### src/rtl/serial_adder.sv
// Digit-serial add/subtract unit: one DIGIT-wide slice per cycle, LSB first,
// with carry, borrow and signed-overflow flags committed together on done.
module serial_adder #(
    parameter int WIDTH = 8,
    parameter int DIGIT = 1
) (
    input  logic             clk,
    input  logic             rst_n,
    input  logic             start,
    input  logic [WIDTH-1:0] a,
    input  logic [WIDTH-1:0] b,
    input  logic             c_in,
    input  logic             sub,
    output logic             busy,
    output logic             done,
    output logic [WIDTH-1:0] sum,
    output logic             c_out,
    output logic             overflow
);

    localparam int N  = WIDTH / DIGIT;
    localparam int CW = (N > 1) ? $clog2(N) : 1;
    localparam logic [CW-1:0] KLAST = CW'(N - 1);

    typedef enum logic [1:0] {IDLE, RUN, DONE} state_t;

    state_t           state, state_nxt;
    logic [WIDTH-1:0] a_r, b_r, res_r, res_nxt;
    logic             sub_r, carry;
    logic [CW-1:0]    k;
    logic [DIGIT-1:0] ad, bd;
    logic [DIGIT:0]   dsum;
    logic             msb_cin, accept, last;
    int               idx;

    function automatic logic [DIGIT:0] digit_add(input logic [DIGIT-1:0] x,
                                                 input logic [DIGIT-1:0] y,
                                                 input logic             ci);
        return {1'b0, x} + {1'b0, y} + {{DIGIT{1'b0}}, ci};
    endfunction

    assign accept = start && (state == IDLE || state == DONE);
    assign last   = (k == KLAST);
    assign busy   = (state == RUN);
    assign done   = (state == DONE);

    always_ff @(posedge clk or negedge rst_n) begin
        if (!rst_n) state <= IDLE;
        else        state <= state_nxt;
    end

    always_comb begin
        state_nxt = state;
        case (state)
            IDLE:    if (start) state_nxt = RUN;
            RUN:     if (last) state_nxt = DONE;
            DONE:    state_nxt = start ? RUN : IDLE;
            default: state_nxt = IDLE;
        endcase
    end

    // Subtraction is A + ~B + (1 - c_in); the inverted B is formed per digit.
    always_comb begin
        idx     = int'(k) * DIGIT;
        ad      = a_r[idx +: DIGIT];
        bd      = b_r[idx +: DIGIT] ^ {DIGIT{sub_r}};
        dsum    = digit_add(ad, bd, carry);
        msb_cin = ad[DIGIT-1] ^ bd[DIGIT-1] ^ dsum[DIGIT-1];
        res_nxt = res_r;
        res_nxt[idx +: DIGIT] = dsum[DIGIT-1:0];
    end

    always_ff @(posedge clk or negedge rst_n) begin
        if (!rst_n) begin
            a_r      <= '0;
            b_r      <= '0;
            sub_r    <= 1'b0;
            carry    <= 1'b0;
            k        <= '0;
            res_r    <= '0;
            sum      <= '0;
            c_out    <= 1'b0;
            overflow <= 1'b0;
        end else if (accept) begin
            a_r   <= a;
            b_r   <= b;
            sub_r <= sub;
            carry <= c_in ^ sub;
            k     <= '0;
        end else if (state == RUN) begin
            res_r <= res_nxt;
            carry <= dsum[DIGIT];
            k     <= k + 1'b1;
            // Outputs change only here, so they hold through IDLE and RUN.
            if (last) begin
                sum      <= res_nxt;
                c_out    <= dsum[DIGIT];
                overflow <= msb_cin ^ dsum[DIGIT];
            end
        end
    end

endmodule

### config.mk
export PLATFORM = sky130hd
export DESIGN_NAME = serial_adder
export DESIGN_NICKNAME = d
export VERILOG_FILES = /design/src/rtl/serial_adder.sv
export SDC_FILE = /design/constraint.sdc
export NUM_CORES = 1
export LEC_CHECK = 0
export BUFFER_PORTS_ARGS = -buffer_cell sky130_fd_sc_hd__buf_2
export CAP_MARGIN = 20
export CORE_AREA = 2 2 50 75
export DETAILED_ROUTE_END_ITERATION = 16
export DIE_AREA = 0 0 52 77
export GPL_TIMING_DRIVEN = 0
export PLACE_DENSITY = 0.81
export SLEW_MARGIN = 10
export SYNTH_ARGS = -nofsm -noshare
export SYNTH_HDL_FRONTEND = slang
export SYNTH_SLANG_ARGS = --single-unit
### constraint.sdc
create_clock -name clk -period 5 [get_ports clk]
set_clock_uncertainty 0.15 [all_clocks]
set_input_delay 0.25 -clock clk [delete_from_list [all_inputs] [get_ports clk]]
set_output_delay 0.25 -clock clk [all_outputs]
set_load 0.02 [all_outputs]
==> impl_metrics.ini <==
[cts]
clkLatencyLatePin_ns = 0.30
clock_slew_at_the_register_clock_pins_of_the_worst_setup_and_hold_paths_ns = 0.08
cts-root-buf = sky130_fd_sc_hd__clkbuf_8
cts_inserted_buffers = 5
tritoncts_clock_tree = done
postCtsResizedCells = 0
numClockSinks = 41
postCtsSetupBuffers = 0
clock_tree.htree_level_count = 2
max-clock-path-buffers = 2

[place]
gp_routability_congestion = 0.792
detailed_place.area_sq_um = 2130
port_buffers = 32
dpl_wire_length_microns = 2650

[finish]
final_common_cell = sky130_fd_sc_hd__dfrtp_1
layout.nets = 223
syn2layout_area_growth_pct = 17.7
drive_gt1_frac = 0.345
postLayoutCellArea_sq_um = 2260
n_antenna_cell = 0
area_occupied_by_multi_input_gates_sq_um = 833
fillers = 265
sequential_cell_area_sq_um = 1030
final_cell_mix = 41 x sky130_fd_sc_hd__dfrtp_1, 33 x sky130_fd_sc_hd__buf_2, 20 x sky130_fd_sc_hd__mux2_2

[flow_run]
cap_violations = 0

[sta]
hold_slack_ns = 0.0287
final_hold_violation_count = 0
final_max_slew_viol_count = 0
post-route-period-util = 0.557
fin_crit_ns = 2.78
worst_slew_pin_slew_ns = 0.889
tns_ns = 0
setup_viol = 0
fmaxAchievable_ghz = 0.359
relSlewSlack = 0.408
rsz0062_at_grt = false

[die]
fp.dieH_microns = 77
boundaryPins = 33
floorplan.die.width_microns = 52
floorplan.die_area_sq_um = 4000
coreArea_sq_um = 3350
initial_core_util = 0.573
num_rows = 26

[hold_path]
min_path_cells = 2
worstHoldEndpoint = b_r[0]$_DFFE_PN0P_
hold_path.startpoint = b[0]
min-delay-path-class = input pin to register

[detailed_routing]
total_iterations_of_the_first_detailed_routing_run = 4
ant_nets = 0
via_per_instance_ratio = 5.48
drt_iter0_markers = 22
final_routed_drc_violation_total = 0
wirelength_microns = 3620
wl_per_cell_microns = 15.2
vias = 1310

[setup_path]
worst-setup-path-type = register to register
worstPathMaxFanout = 9
critical_path.startpoint_type = register
worstReg2RegEnd = sum[1]$_DFFE_PN0P_
timing.critical_path.from = k[0]$_DFFE_PN0P_
worstPathRequired_ns = 5.05
reg2reg_setup_slack_ns = 2.22
arrival_time_at_the_worst_endpoint_ns = 2.84
timing.rr.start = k[0]$_DFFE_PN0P_
worst_r2r_path_depth = 7
cp_endpoint_kind = register

[synth]
synth_fp_nets = 183
synth_area_per_cell_sq_um = 12.3
synth.ff_latch_count = 41
yosys_warnings = 0
post_synth_num_cell_types = 30
instance_count_of_the_mapped_netlist = 156
mappedNetlistArea_sq_um = 1920
ys_seq_area_frac = 0.534

[global_routing]
grt_util_all_layers = 0.216
grt_max_degree = 42
antenna_violations_before_repair = 0
grt_overflow = 0
grt_pass1_vias = 1396
grt_first_pass_wirelength_microns = 6380

[power]
power_density_nw_per_um2 = 786
cellLeakagePower_nw = 1.06
max-vdd-ir-drop_v = 0.000436
design_power_total_mw = 1.78

[status]
status = finished, final reports clean
==> synthesized netlist by cell type, drive strengths merged <==
cell     n  area share
o21ai   17       0.044
nand3    1      0.0026
nor3     1      0.0026
a22o     2      0.0091
inv      5      0.0098
nand4b   2      0.0091
nor2     3      0.0059
fa       1       0.010
xnor2    3       0.014
nand2   19       0.037
clkbuf   6       0.012
o21bai   1      0.0039
xor2     1      0.0046
nand2b   2      0.0065
buf      3       0.010
nand4    1      0.0033
nor3b    2      0.0078
or2      1      0.0033
dfrtp   41        0.53
nor2b    2      0.0065
nor4     2      0.0065
mux2i   10       0.052
ha       5       0.033
mux4     4       0.047
mux2    21        0.13
==> metrics by stage <==
stage,util,cells,setup WS [ns]
after floorplan,-,156,2.52
after global placement,0.637,230,2.32
after detailed placement,0.637,230,2.26
after CTS,0.674,239,2.23
after global routing,0.674,239,2.00
final,0.674,239,2.22
==> registers in the layout, summed over array words and instances, names as in the netlist <==
| register | cells |
|---|---|
| a_r | 8 |
| b_r | 8 |
| c_out | 1 |
| carry | 1 |
| k | 3 |
| overflow | 1 |
| res_r | 8 |
| state | 2 |
| sub_r | 1 |
| sum | 8 |
==> worst max path at each step <==
stage / cells after the start / slack, ns / endpoint
floorplan: 7 / 2.52 / overflow$_DFFE_PN0P_
global placement: 8 / 2.32 / sum[0]$_DFFE_PN0P_
detailed placement: 7 / 2.26 / res_r[3]$_DFFE_PN0P_
CTS: 7 / 2.23 / res_r[3]$_DFFE_PN0P_
global route: 8 / 2.00 / sum[1]$_DFFE_PN0P_
finish: 7 / 2.22 / sum[1]$_DFFE_PN0P_
==> critical path, cell delays in order, from the launching register on <==
cell                       delay, ns
sky130_fd_sc_hd__dfrtp_1        0.39
sky130_fd_sc_hd__buf_6          0.17
sky130_fd_sc_hd__mux4_2         0.50
sky130_fd_sc_hd__mux2_4         0.31
sky130_fd_sc_hd__fa_1           0.50
sky130_fd_sc_hd__clkbuf_1       0.31
sky130_fd_sc_hd__mux2i_1        0.15
sky130_fd_sc_hd__o21ai_0        0.20
==> cell type report <==
type	instances	area share
multi-input combinational	101	0.369
clock buffer	7	0.0382
inverter	5	0.00831
tap	42	0.0233
timing repair buffer	33	0.0753
clock inverter	1	0.0133
buffer	9	0.0188
sequential	41	0.454
==> layer usage <==
layer  wire [microns]  track usage  share of wire
met4               75       0.0895          0.021
met3              171       0.0564          0.047
met1             1390        0.248           0.38
met5                0            0              0
met2             1980        0.367           0.55
==> where the power goes <==
group / internal (mW) / switching (mW) / total, mW
clock: 0.163 / 0.113 / 0.275
sequential: 0.492 / 0.0988 / 0.591
combinational: 0.420 / 0.491 / 0.910
==> kinds of logic (layout without fill, tap and decap cells) <==
kind of cell,count (synthesis),count (layout),synth area share
adder cells (fa/ha/maj),6,6,0.0430
AO/OA/AOI/OAI,20,20,0.0573
XOR/XNOR,4,4,0.0182
flip-flops,41,41,0.534
buffers and inverters,14,55,0.0319
multiplexers,35,35,0.224
AND/OR/NAND/NOR,36,36,0.0912
==> what timing repair did <==
action	CTS	global route
hold endpoints to repair	41	0
hold buffers	1	0
setup endpoints to repair	0	0
No activity file was read; power rests on OpenSTA's default activity.
